File: src/rtl/agc_cdu_link_pkg.sv
// Shared types and default sizing for the AGC-side CDU link.
// Contents: drive_state_t (drive pulse FSM states) and default width/timing localparams.
package agc_cdu_link_pkg;

  localparam int unsigned DefCntW     = 15;  // angle counter width
  localparam int unsigned DefCmdW     = 9;   // drive command magnitude width
  localparam int unsigned DefPulseDiv = 16;  // clocks per drive pulse period
  localparam int unsigned DefPulseW   = 4;   // clocks a drive pulse is high
  localparam int unsigned DefZeroW    = 8;   // clocks AGCZ is held per zero request

  typedef enum logic [1:0] {
    IDLE,
    HIGH,
    LOW
  } drive_state_t;

endpackage

File: src/rtl/agc_cdu_link_if.sv
// AGC channel-side bundle of the CDU link.
// master: channel logic (drives eec_en, zero_req, cmd_*; observes status).
// slave : agc_cdu_link (observes requests; drives cmd_busy, cmd_rej, cdu_cnt, cnt_ovf).
interface agc_cdu_link_if import agc_cdu_link_pkg::*; #(
  parameter int unsigned CNT_W = DefCntW,
  parameter int unsigned CMD_W = DefCmdW
) ();

  logic             eec_en;
  logic             zero_req;
  logic             cmd_wr;
  logic             cmd_neg;
  logic [CMD_W-1:0] cmd_cnt;
  logic             cmd_busy;
  logic             cmd_rej;
  logic [CNT_W-1:0] cdu_cnt;
  logic             cnt_ovf;

  modport master (
    output eec_en, zero_req, cmd_wr, cmd_neg, cmd_cnt,
    input  cmd_busy, cmd_rej, cdu_cnt, cnt_ovf
  );

  modport slave (
    input  eec_en, zero_req, cmd_wr, cmd_neg, cmd_cnt,
    output cmd_busy, cmd_rej, cdu_cnt, cnt_ovf
  );

endinterface

File: src/rtl/agc_cdu_link_pulse_sync.sv
// Two-flop synchroniser followed by a rising-edge detector for one CDU angle pulse line.
// Ports:
//   clk     in  system clock
//   rst_n   in  synchronous active-low reset
//   i_async in  asynchronous pulse level
//   o_rise  out 1-clk strobe, high the clock after the synchronised level rises
module agc_cdu_link_pulse_sync (
  input  logic clk,
  input  logic rst_n,
  input  logic i_async,
  output logic o_rise
);

  logic r_meta;
  logic r_sync;
  logic r_prev;

  always_ff @(posedge clk) begin
    if (!rst_n) begin
      r_meta <= 1'b0;
      r_sync <= 1'b0;
      r_prev <= 1'b0;
    end else begin
      r_meta <= i_async;
      r_sync <= r_meta;
      r_prev <= r_sync;
    end
  end

  // A level held high yields exactly one strobe.
  assign o_rise = r_sync & ~r_prev;

endmodule

File: src/rtl/agc_cdu_link.sv
// AGC-side end of the CDU angle / error-drive link.
// Counts CDU +/- angle pulses into a wrapping two's-complement counter, issues the AGCZ
// zero discrete, registers the error-counter enable (AGCEEC) and meters +/- drive pulse bursts.
// Ports:
//   clk, rst_n      clock and synchronous active-low reset
//   ATpPGH, ATmPGH  asynchronous CDU angle pulses (rising edge = +1 / -1)
//   AFpPCH, AFmPCH  drive pulses to the CDU
//   AGCZ            zero discrete, ZERO_W clocks per request
//   AGCEEC          eec_en delayed one clock
//   ch              channel-side interface (slave modport)
// Build option: CDU_LINK_OVF_EN enables the sticky wrap flag ch.cnt_ovf; otherwise it is tied 0.
module agc_cdu_link import agc_cdu_link_pkg::*; #(
  parameter int unsigned CNT_W     = DefCntW,
  parameter int unsigned CMD_W     = DefCmdW,
  parameter int unsigned PULSE_DIV = DefPulseDiv,
  parameter int unsigned PULSE_W   = DefPulseW,
  parameter int unsigned ZERO_W    = DefZeroW
) (
  input  logic          clk,
  input  logic          rst_n,
  input  logic          ATpPGH,
  input  logic          ATmPGH,
  output logic          AFpPCH,
  output logic          AFmPCH,
  output logic          AGCZ,
  output logic          AGCEEC,
  agc_cdu_link_if.slave ch
);

  localparam int unsigned TickW = (PULSE_DIV > 1) ? $clog2(PULSE_DIV) : 1;
  localparam int unsigned ZcntW = $clog2(ZERO_W + 1);

  // Angle counter path
  logic             w_rise_p;
  logic             w_rise_m;
  logic             w_inc;
  logic             w_dec;
  logic             w_zero_act;
  logic [CNT_W-1:0] r_cnt;
  logic [ZcntW-1:0] r_zcnt;
  logic             r_eec;

  agc_cdu_link_pulse_sync u_sync_p (
    .clk    (clk),
    .rst_n  (rst_n),
    .i_async(ATpPGH),
    .o_rise (w_rise_p)
  );

  agc_cdu_link_pulse_sync u_sync_m (
    .clk    (clk),
    .rst_n  (rst_n),
    .i_async(ATmPGH),
    .o_rise (w_rise_m)
  );

  // Coincident + and - edges cancel.
  assign w_inc      = w_rise_p & ~w_rise_m;
  assign w_dec      = w_rise_m & ~w_rise_p;
  assign w_zero_act = (r_zcnt != '0);

  always_ff @(posedge clk) begin
    if (!rst_n) begin
      r_cnt  <= '0;
      r_zcnt <= '0;
      r_eec  <= 1'b0;
    end else begin
      r_eec <= ch.eec_en;
      if (ch.zero_req) begin
        r_zcnt <= ZcntW'(ZERO_W);
      end else if (w_zero_act) begin
        r_zcnt <= r_zcnt - ZcntW'(1);
      end
      // Held at zero through the whole AGCZ window; edges seen meanwhile are dropped.
      if (ch.zero_req || w_zero_act) begin
        r_cnt <= '0;
      end else if (w_inc) begin
        r_cnt <= r_cnt + CNT_W'(1);
      end else if (w_dec) begin
        r_cnt <= r_cnt - CNT_W'(1);
      end
    end
  end

  assign ch.cdu_cnt = r_cnt;
  assign AGCZ       = w_zero_act;
  assign AGCEEC     = r_eec;

`ifdef CDU_LINK_OVF_EN
  logic r_ovf;
  logic w_wrap;

  assign w_wrap = !(ch.zero_req || w_zero_act) &&
                  ((w_inc && (r_cnt == '1)) || (w_dec && (r_cnt == '0)));

  always_ff @(posedge clk) begin
    if (!rst_n) begin
      r_ovf <= 1'b0;
    end else if (ch.zero_req) begin
      r_ovf <= 1'b0;
    end else if (w_wrap) begin
      r_ovf <= 1'b1;
    end
  end

  assign ch.cnt_ovf = r_ovf;
`else
  assign ch.cnt_ovf = 1'b0;
`endif

  // Drive pulse FSM
  drive_state_t     r_state;
  drive_state_t     w_state_d;
  logic             r_neg;
  logic             w_neg_d;
  logic [CMD_W-1:0] r_rem;
  logic [CMD_W-1:0] w_rem_d;
  logic [TickW-1:0] r_tick;
  logic [TickW-1:0] w_tick_d;
  logic             r_rej;
  logic             w_rej_d;
  logic             w_drive;

  always_ff @(posedge clk) begin
    if (!rst_n) begin
      r_state <= IDLE;
      r_neg   <= 1'b0;
      r_rem   <= '0;
      r_tick  <= '0;
      r_rej   <= 1'b0;
    end else begin
      r_state <= w_state_d;
      r_neg   <= w_neg_d;
      r_rem   <= w_rem_d;
      r_tick  <= w_tick_d;
      r_rej   <= w_rej_d;
    end
  end

  // r_tick runs across one whole pulse period: 0..PULSE_W-1 in HIGH, PULSE_W..PULSE_DIV-1 in LOW.
  always_comb begin
    w_state_d = r_state;
    w_neg_d   = r_neg;
    w_rem_d   = r_rem;
    w_tick_d  = r_tick;
    w_rej_d   = 1'b0;
    case (r_state)
      IDLE: begin
        if (ch.cmd_wr && (ch.cmd_cnt != '0)) begin
          if (!r_eec) begin
            w_rej_d = 1'b1;
          end else begin
            w_state_d = HIGH;
            w_neg_d   = ch.cmd_neg;
            w_rem_d   = ch.cmd_cnt;
            w_tick_d  = '0;
          end
        end
      end
      HIGH, LOW: begin
        w_rej_d = ch.cmd_wr;
        if (!r_eec) begin
          w_state_d = IDLE;
          w_rem_d   = '0;
          w_tick_d  = '0;
        end else if (r_state == HIGH) begin
          w_tick_d = r_tick + TickW'(1);
          if (r_tick == TickW'(PULSE_W - 1)) begin
            w_state_d = LOW;
          end
        end else if (r_tick == TickW'(PULSE_DIV - 1)) begin
          w_tick_d  = '0;
          w_rem_d   = r_rem - CMD_W'(1);
          w_state_d = (r_rem == CMD_W'(1)) ? IDLE : HIGH;
        end else begin
          w_tick_d = r_tick + TickW'(1);
        end
      end
      default: begin
        w_state_d = IDLE;
        w_rem_d   = '0;
        w_tick_d  = '0;
      end
    endcase
  end

  // Gating with r_eec drops outputs in the same clock AGCEEC falls, ahead of the state change.
  assign w_drive     = (r_state == HIGH) && r_eec;
  assign AFpPCH      = w_drive & ~r_neg;
  assign AFmPCH      = w_drive & r_neg;
  assign ch.cmd_busy = (r_state != IDLE) && r_eec;
  assign ch.cmd_rej  = r_rej;

endmodule
File: src/flat_wrapper.sv
// flat-port wrapper written by rule: the top's interface ports become plain ports
module agc_cdu_link_flat import agc_cdu_link_pkg::*;
#(
  parameter int unsigned CNT_W     = DefCntW,
  parameter int unsigned CMD_W     = DefCmdW,
  parameter int unsigned PULSE_DIV = DefPulseDiv,
  parameter int unsigned PULSE_W   = DefPulseW,
  parameter int unsigned ZERO_W    = DefZeroW
)
  (clk, rst_n, ATpPGH, ATmPGH, AFpPCH, AFmPCH, AGCZ, AGCEEC, ch_eec_en, ch_zero_req, ch_cmd_wr, ch_cmd_neg, ch_cmd_cnt, ch_cmd_busy, ch_cmd_rej, ch_cdu_cnt, ch_cnt_ovf);
  agc_cdu_link_if #(.CNT_W(CNT_W), .CMD_W(CMD_W)) ch_i ();
  input  logic clk;
  input  logic rst_n;
  input  logic ATpPGH;
  input  logic ATmPGH;
  output logic AFpPCH;
  output logic AFmPCH;
  output logic AGCZ;
  output logic AGCEEC;
  input wire logic [$bits(ch_i.eec_en)-1:0] ch_eec_en;
  input wire logic [$bits(ch_i.zero_req)-1:0] ch_zero_req;
  input wire logic [$bits(ch_i.cmd_wr)-1:0] ch_cmd_wr;
  input wire logic [$bits(ch_i.cmd_neg)-1:0] ch_cmd_neg;
  input wire logic [$bits(ch_i.cmd_cnt)-1:0] ch_cmd_cnt;
  output wire logic [$bits(ch_i.cmd_busy)-1:0] ch_cmd_busy;
  output wire logic [$bits(ch_i.cmd_rej)-1:0] ch_cmd_rej;
  output wire logic [$bits(ch_i.cdu_cnt)-1:0] ch_cdu_cnt;
  output wire logic [$bits(ch_i.cnt_ovf)-1:0] ch_cnt_ovf;
  assign ch_i.eec_en = ch_eec_en;
  assign ch_i.zero_req = ch_zero_req;
  assign ch_i.cmd_wr = ch_cmd_wr;
  assign ch_i.cmd_neg = ch_cmd_neg;
  assign ch_i.cmd_cnt = ch_cmd_cnt;
  assign ch_cmd_busy = ch_i.cmd_busy;
  assign ch_cmd_rej = ch_i.cmd_rej;
  assign ch_cdu_cnt = ch_i.cdu_cnt;
  assign ch_cnt_ovf = ch_i.cnt_ovf;
  agc_cdu_link #(.CNT_W(CNT_W), .CMD_W(CMD_W), .PULSE_DIV(PULSE_DIV), .PULSE_W(PULSE_W), .ZERO_W(ZERO_W)) u_core (.clk(clk), .rst_n(rst_n), .ATpPGH(ATpPGH), .ATmPGH(ATmPGH), .AFpPCH(AFpPCH), .AFmPCH(AFmPCH), .AGCZ(AGCZ), .AGCEEC(AGCEEC), .ch(ch_i));
endmodule
File: config.mk
export PLATFORM = sky130hd
export DESIGN_NAME = agc_cdu_link_flat
export DESIGN_NICKNAME = d
export VERILOG_FILES = /design/src/rtl/agc_cdu_link_pkg.sv /design/src/rtl/agc_cdu_link_if.sv /design/src/rtl/agc_cdu_link_pulse_sync.sv /design/src/rtl/agc_cdu_link.sv /design/src/flat_wrapper.sv
export SDC_FILE = /design/constraint.sdc
export NUM_CORES = 1
export LEC_CHECK = 0
export ABC_CLOCK_PERIOD_IN_PS = 2500
export BUFFER_PORTS_ARGS = -buffer_cell sky130_fd_sc_hd__buf_2
export CAP_MARGIN = 25
export CORE_MARGIN = 2
export CORE_UTILIZATION = 52
export DETAILED_ROUTE_END_ITERATION = 12
export GPL_ROUTABILITY_DRIVEN = 0
export MAX_ROUTING_LAYER = met4
export PLACE_DENSITY_LB_ADDON = 0.05
export SLEW_MARGIN = 20
export SYNTH_ARGS = -nofsm -noshare
export SYNTH_HDL_FRONTEND = slang
export SYNTH_SLANG_ARGS = --single-unit
export TNS_END_PERCENT = 30
File: constraint.sdc
create_clock -name clk -period 2.5 [get_ports clk]
set_input_delay 0.125 -clock clk [delete_from_list [all_inputs] [get_ports clk]]
set_output_delay 0.125 -clock clk [all_outputs]
set_load 0.02 [all_outputs]
# == Word-level counts from Yosys, hierarchy flattened ==
# Index checks and enable logic that the tools add are counted.
# word_totals
regBits,43
out_inout_bits,22
word_cells,87
# classes
bitwise_logic,12
mux,27
n_eq_ne,11
n_reduce_logical,17
n_addsub,5
# op_table
cell,n
$mux W9,5
$mux W15,2
$mux W4,7
$pmux W9 S2,1
$add A15 B1 Y15 const B,1
$sub A15 B1 Y15 const B,1
$mux W2,6
$eq A9 B1 Y1 const B,1
$reduce_bool A9 Y1,1
$sub A9 B1 Y9 const B,1
$ne A4 B4 Y1 const B,2
$pmux W4 S2,1
$reduce_and A4 Y1,2
$and A1 B1 Y1,6
$ne A3 B3 Y1 const B,2
$not A1 Y1,6
$reduce_bool A2 Y1,3
$reduce_or A2 Y1,3
$add A4 B1 Y4 const B,1
$eq A4 B2 Y1 const B,1
$eq A4 B4 Y1 const B,1
$ne A2 B1 Y1 const B,2
$pmux W2 S2,1
$reduce_bool A4 Y1,1
other kinds (10),14

# == Logic depth before layout (Yosys ltp) ==
# Gate-level depths: netlist of the first run.
# depth
depth_word,6
mapped_depth,10
mapped_depth_nobuf,10

# == By module ==
# A second synthesis of the first run with hierarchy kept.
# hier_totals
hier_cells,322
hier_area_um2,2682.6
# by_module_without_submodules
module,seq_area_each_um2,n_inst,area_each_um2,cells_each
agc_cdu_link,740.7,1,2497.4,308
agc_cdu_link_pulse_sync,60.1,2,92.6,7

# == Least setup slack after synthesis of the first run ==
# No wires, ideal clock.
# synth_path
kind,reg-to-reg
start,register u_core.u_sync_p.r_sync
end,"register u_core.r_cnt[8], in the netlist u_core.ch.cdu_cnt[8]"
n_path_buf,0
path_stages_with_launch,11
arrival_ps,2358
required_time_ps,2438
period_less_slack_ps,2421
setup_slack_ps,79
cell_sequence,dfxtp_1 -> nor2b_1 -> ha_1 -> inv_1 -> ha_1 -> a21oi_1 -> a21oi_2 -> o31ai_1 -> nand2b_1 -> or4_1 -> nand3_1
# synth_between
elab_chain_len,4
# synth_rtl
item,line_no,text
from (decl),agc_cdu_link_pulse_sync.sv:15,logic r_sync;
from (signal assigned),agc_cdu_link_pulse_sync.sv:25,r_sync <= r_meta;
$and A1 B1 Y1 (*),agc_cdu_link_pulse_sync.sv:31,assign o_rise = r_sync & ~r_prev;
$not A1 Y1,agc_cdu_link.sv:59,assign w_dec = w_rise_m & ~w_rise_p;
$and A1 B1 Y1,agc_cdu_link.sv:59,
$reduce_bool A2 Y1 (no source line),n/a,
to (signal assigned),agc_cdu_link.sv:78,r_cnt <= r_cnt + CNT_W'(1);
to (signal assigned),agc_cdu_link.sv:80,r_cnt <= r_cnt - CNT_W'(1);
to (decl),agc_cdu_link.sv:39,logic [CNT_W-1:0] r_cnt;
# Every way passes the cells marked *; elsewhere a longest branch is shown, timed or not.
# A chain may end at the register's enable or synchronous reset.

# == Worst setup path in the final report of the first run ==
# layout_path
start,register u_core.u_sync_p.r_sync
end,"register u_core.r_cnt[14], in the netlist u_core.ch.cdu_cnt[14]"
# Same word-level chain as after synthesis.

==> results of run 1 <==
## synthesized netlist by cell type, types with 4 or more instances
cell,n
a22oi_1,8
a21o_1,5
nor2_1,33
nand2b_1,5
nor2b_1,6
or3_1,9
xor2_1,10
nand3_1,19
nand2_1,26
dfxtp_1,43
nor3_1,10
a21boi_2,5
xnor2_1,7
buf_2,4
inv_1,18
o21ai_0,10
a21oi_1,22
and2_1,8
ha_1,24
clkbuf_1,6
## logic make-up after synthesis
family,count (synthesis),share of synthesized area [%]
xor gates and xnor gates,17,5.263
and+or+nand+nor,143,27.20
DFF,43,30.43
other,1,0.1326
buffers and inverters,30,4.688
adders and majority gates,25,11.32
AOI/OAI and AO/OA,78,19.90
muxes,3,1.062
## through the flow
step,setup TNS [ns],utilization [%],std cells
after floorplan,0,-,340
after global placement,0,59.72,442
after detailed placement,0,59.72,442
after CTS,0,61.37,450
after global routing,-0.06473,63.45,452
final,0,63.45,452
## final cells by class
type / count / area share [%]
Timing Repair Buffer: 46 / 7.701
Tap cell: 70 / 2.669
Sequential cell: 43 / 26.23
Inverter: 18 / 2.059
Multi-Input combinational cell: 267 / 58.75
Clock inverter: 2 / 0.3812
Clock buffer: 6 / 2.211
## power by group through the flow
stage | combinational (mW) | sequential [mW] | clock (mW)
3_5_place_dp | 1.18 | 0.912 | 0
5_1_grt | 1.36 | 0.912 | 0.482
3_3_place_gp | 1.17 | 0.909 | 0
4_1_cts | 1.18 | 0.896 | 0.456
2_1_floorplan | 0.981 | 0.906 | 0
6_report | 1.20 | 0.898 | 0.435
## state kept, by name, summed over array words and instances (netlist names), 2 cells and up
signal	flops
u_core.r_state	2
u_core.r_tick	4
u_core.r_rem	9
u_core.r_zcnt	4
u_core.ch.cdu_cnt	15
## path summary, 6_finish.rpt
check / end / slack (ns) / depth (start not counted)
max: u_core.ch.cdu_cnt[14] / 0.11 / 10
min reg2reg: u_core.u_sync_p.r_sync / 0.44 / 1
max reg2reg: u_core.ch.cdu_cnt[14] / 0.11 / 10
min: u_core.u_sync_p.r_meta / 0.03 / 2
## what timing repair did
item / CTS / global route
endpoints found under the setup margin: 0 / 8
buffers inserted: 0 / 2
gates resized for setup: 0 / 18
## routing by layer
metal,vias up,part of all wire (%)
li1,1287,-
met1,1122,53
met2,39,43
met3,5,3.6
met4,0,0.56
met5,-,0
==> flow_summary.yaml, run 1 <==
critical_path:
  cp_slowest_cell: "fa_2"
  crit_chain: "nor2b_1 -> ha_2 -> buf_4 -> fa_2 -> nand3b_1 -> a21oi_2 -> o211ai_1 -> and3_1 -> o31a_1 -> nor3_2"
  slowest_delay_ns: 0.34
  startpoint: "u_core.u_sync_p.r_sync"
  crit_path_end_kind: "register"
  startpoint_type: "register"
  r2r_start: "u_core.u_sync_p.r_sync"
  crit_buf_inv: 1
  critical_path_arrival_ns: 2.62
  crit_path_max_fanout: 5
  crit_type: "reg2reg"
  crit_family: "simple AND/OR/NAND/NOR gates"
  cp.required_ns: 2.72
power:
  swShare_pct: 39.94
  p_per_area_nw_per_um2: 772.1
  clockPowerShare_pct: 17.2
  intPower_mw: 1.522
  p_switching_mw: 1.012
  fin_total_pwr_mw: 2.534
  vdd_drop_max_uv: 679.5
  leakagePower_nw: 1.437
  power_frac_comb_pct: 47.4
  seqPwrFrac_pct: 35.5
floorplan:
  dieArea_um2: 6047
  core_area_um2: 5172
  top_level_ports: 39
  fp.dieW_um: 77.76
  core.rowCount: 26
  die_h_um: 77.76
  initial_core_util_pct: 54.69
sta:
  worst_slew_pin_slew_ns: 0.6329
  rsz0062_at_grt: "yes"
  final-hold-violation-count: 0
  clock_skew_ns: 0.006135
  finalWorstSetupSlack_ns: 0.1066
  max-slew-margin-rel_pct: 57.80
  hold_ws_ns: 0.03130
  finalMaxSlewViolations: 0
  layout_min_cycle_time_ns: 2.393
  fmax_mhz: 417.8
  fin_crit_sh_pct: 95.73
  setup_viol: 0
finish:
  fillers: 471
  fin_area_um2: 3282
  multi_input_area_um2: 1928
  drive_above_1_share_pct: 23.04
  antenna_cells: 0
  layout_commonest_cell: "dfxtp_1"
  layout_common_cells: "dfxtp_1, buf_2, nor2_1"
  final-seq-area_um2: 860.8
  area_delta_synth_final_pct: 16.01
  nNetsFinal: 423
global_route:
  grt_busiest_layer: "met2"
  grt_pass1_wl_um: 9887
  grtUsageMet3_pct: 4.186
  use_met2_pct: 30.09
  grt-ovfl-total: 0
  grt_max_degree: 26
  grt_use_total_pct: 20.23
  met1_usage_pct: 28.29
  antenna_found_initial: 0
  first_global_vias: 2212
status:
  status: "finished, final reports clean"
synthesis:
  synthArstFlopShare_pct: 0
  avgSynthCellArea_um2: 8.320
  synth_fp_nets: 382
  yosys.cell_types.count: 62
  synthTopCellsByArea: "dfxtp_1, ha_1, nor2_1"
  yosysTopAreaCell: "dfxtp_1"
  netlist_instances: 340
  yosysWarnings: 0
  synth-seq-cells: 43
  synth-main-ff-cell: "dfxtp_1"
  yosysSeqAreaShare_pct: 30.43
  synth_edf_count: 0
  syn_area_um2: 2829
  synth_top_area_share_pct: 30.43
clock_tree:
  numCtsBuffers: 5
  clock_path_buffers: 2
  clk_pin_slew_ns: 0.08
  clockRootBuffer: "clkbuf_8"
  clock_latency_ns: 0.29
  cts_hold_buffers: 0
  htreeDepth: 2
  cts_sinks: 43
  cts_tree: "done"
detailed_routing:
  wl_um: 5944
  ant_nets: 0
  via_count: 2453
  avgViaCountPerCell: 5.427
  drc: 0
  drt-initial-drc-count: 81
  drtPass1Iterations: 4
  wl_per_cell_um: 13.15
hold_path:
  holdCritPathClass: "in2reg"
  min_from: "ATpPGH"
placement:
  dp_hpwl_um: 4254
  place_area_um2: 3089
  io_buffer_count: 37
  post-place-ws_ns: 0.02148
run:
  cap_violations: 0
(Power assumes the default switching activity.)
==> run 2: changes to the inputs <==
--- a/config.mk
+++ b/config.mk
@@ -5,6 +5,7 @@
 export SDC_FILE = /design/constraint.sdc
 export NUM_CORES = 1
 export LEC_CHECK = 0
+export ABC_AREA = 1
 export ABC_CLOCK_PERIOD_IN_PS = 2500
 export BUFFER_PORTS_ARGS = -buffer_cell sky130_fd_sc_hd__buf_2
 export CAP_MARGIN = 25
==> constraint.sdc (replaced) <==
create_clock -name clk -period 2.5 [get_ports clk]
set_input_delay 0.125 -clock clk [delete_from_list [all_inputs] [get_ports clk]]
set_output_delay 0.125 -clock clk [all_outputs]
set_load 0.1 [all_outputs]
==> run 2 against run 1 <==
Fmax rose by 1.9%. Synthesized cell count rose by 35%. First-iteration DRC count rose by 85%. Critical path type unchanged. Wire length rose by 14%. Clock skew barely moved.
==> flow_summary.yaml, run 2 <==
status:
  status: "finished, final reports clean"
synthesis:
  synthMuxAreaShare_pct: 0
  yosysSeqAreaShare_pct: 29.48
  synth-seq-cells: 43
  avgSynthCellArea_um2: 6.376
  syn_area_um2: 2920
  netlist_instances: 458
  synth_most_common_cell: "nand2_1"
  synth_compound_area_share_pct: 12.90
  synth_edf_count: 0
  synth_top_area_share_pct: 29.48
  yosys.cell_types.count: 37
  synth_fp_nets: 500
  synth-xor-area-share_pct: 2.399
  synth_top_family_by_area: "simple AND/OR/NAND/NOR gates"
  yosys.area_share.simple_pct: 33.33
  synthTopCellsByCount: "nand2_1, inv_1, nor2_1"
  synthTopCellsByArea: "dfxtp_1, nand2_1, ha_1"
  synthAdderAreaFrac_pct: 10.97
  synth-main-ff-cell: "dfxtp_1"
  yosysWarnings: 0
  yosysTopAreaCell: "dfxtp_1"
  synthArstFlopShare_pct: 0
critical_path:
  crit_family: "simple AND/OR/NAND/NOR gates"
  cp.required_ns: 2.70
  crit_path_max_fanout: 5
  cp_slowest_cell: "ha_2"
  r2r_slack_ns: 0.15
  crit_type: "reg2reg"
  crit_top_cell: "nand2_1"
  ff2ff_path_depth: 15
  r2r_start: "u_core.u_sync_p.r_sync"
  crit_buf_inv: 3
  startpoint_type: "register"
  r2r_end: "u_core.ch.cdu_cnt[13]"
  crit_chain: "inv_1 -> nor2_1 -> ha_2 -> clkinvlp_4 -> clkbuf_2 -> ha_2 -> nand3_1 -> nand2_1 -> nand3_1 -> nand2_1 -> nand2_1 -> nand3_1 -> nand2_1 -> nor2_1 -> nor2_1"
  slowest_delay_ns: 0.39
  critical_path_arrival_ns: 2.55
  crit_path_end_kind: "register"
power:
  p_per_area_nw_per_um2: 855.8
  fin_total_pwr_mw: 2.882
  vdd_drop_max_uv: 458.5
  leakagePower_nw: 1.804
sta:
  layout_min_cycle_time_ns: 2.348
  fin_crit_sh_pct: 93.93
  worst_slew_pin_slew_ns: 0.7038
  final-hold-violation-count: 0
  finalMaxSlewViolations: 0
  setup_viol: 0
  clock_skew_ns: 0.005850
  final.setup.tns_ns: 0
  fmax_mhz: 425.8
  hold_ws_ns: 0.09400
  max-slew-margin-rel_pct: 53.03
  rsz0062_at_grt: "yes"
finish:
  largest_reg_flops: 15
  antenna_cells: 0
  drive_above_1_share_pct: 13.55
  stdcell_count: 574
  area_delta_synth_final_pct: 15.30
  layout_common_cells: "nand2_1, inv_1, nor2_1"
  nNetsFinal: 543
  layout_commonest_cell: "nand2_1"
  fin_area_um2: 3367
clock_tree:
  clock_path_buffers: 2
  clk_pin_slew_ns: 0.09
  clockRootBuffer: "clkbuf_8"
  clock_latency_ns: 0.30
  numCtsBuffers: 5
  cts_sinks: 43
  cts_tree: "done"
  htreeDepth: 2
floorplan:
  fp.dieW_um: 78.94
  top_level_ports: 39
  die_h_um: 78.94
  initial_core_util_pct: 53.36
  core.rowCount: 27
  dieArea_um2: 6232
  core_area_um2: 5473
detailed_routing:
  via_count: 2931
  drt-initial-drc-count: 150
  avgViaCountPerCell: 5.106
  drc: 0
  wl_um: 6773
  ant_nets: 0
  drtPass1Iterations: 4
  wl_per_cell_um: 11.80
global_route:
  grt_max_degree: 23
  grt_pass1_wl_um: 11200
  first_global_vias: 2631
  antenna_found_initial: 0
  grt_use_total_pct: 23.12
  grt-ovfl-total: 0
run:
  cap_violations: 0
hold_path:
  holdCritPathClass: "in2reg"
  min_from: "ch_zero_req"
  hold_depth: 3
  holdPathEnd: "u_core.r_zcnt[3]"
placement:
  io_buffer_count: 37
  dp.cells: 559
  dp_hpwl_um: 5086
  place_area_um2: 3158
-- run 2: layout make-up --
class,count,area [um2]
Inverter,66,251.5
Timing Repair Buffer,48,272.8
Fill cell,554,2106
Multi-Input combinational cell,337,1770
Clock buffer,6,82.58
Sequential cell,43,860.8
Clock inverter,2,38.79
Tap cell,72,90.09
-- run 2: what timing repair did --
item	4_1_cts	5_1_grt
hold buffers	3	0
endpoints found under the setup margin	0	5
buffers inserted	0	4
resized for setup	0	8
endpoints found under the hold margin	3	0
-- run 2: cell families after synthesis --
kind of cell               after synthesis
AOI/OAI and AO/OA                       70
DFF                                     43
xor gates and xnor gates                 8
adders and majority gates               25
and+or+nand+nor                        233
other                                    1
buffers and inverters                   78
-- run 2: worst max path at each step --
stage                      startpoint                    end  slack (ns)  cells past startpoint
5_1_grt        u_core.u_sync_p.r_sync   u_core.ch.cdu_cnt[7]       -0.03                     15
2_1_floorplan           u_core.AGCEEC                 AFmPCH       -0.14                      2
3_3_place_gp   u_core.u_sync_m.r_sync   u_core.ch.cdu_cnt[8]        0.11                     12
4_1_cts        u_core.u_sync_m.r_sync   u_core.ch.cdu_cnt[8]        0.11                     12
3_5_place_dp   u_core.u_sync_m.r_sync   u_core.ch.cdu_cnt[8]        0.13                     12
6_report       u_core.u_sync_p.r_sync  u_core.ch.cdu_cnt[13]        0.15                     15
-- run 2: through the flow --
step / utilization, % / setup slack [ns]
2_1_floorplan: - / -0.1397
3_3_place_gp: 57.70 / 0.1103
3_5_place_dp: 57.70 / 0.1272
4_1_cts: 60.47 / 0.1081
5_1_grt: 61.52 / -0.03241
6_report: 61.52 / 0.1516
-- run 2: power breakdown --
group          total [mW]  switching [mW]  internal [mW]
registers           0.874          0.0829          0.791
logic                1.42           0.979          0.440
clock network       0.589           0.260          0.329
total                2.88            1.32           1.56
-- run 2: layer usage --
metal | global-route usage (%) | wire, um | vias up
li1 | - | - | 1531
met1 | 25.76 | 3062 | 1333
met2 | 42.05 | 3400 | 55
met3 | 3.068 | 201 | 12
met4 | 8.966 | 108 | 0
met5 | - | 0 | -
-- run 2: worst min-delay path, cell delays in order --
cell,delay [ns]
buf_2,0.11
inv_1,0.06
a21oi_1,0.06
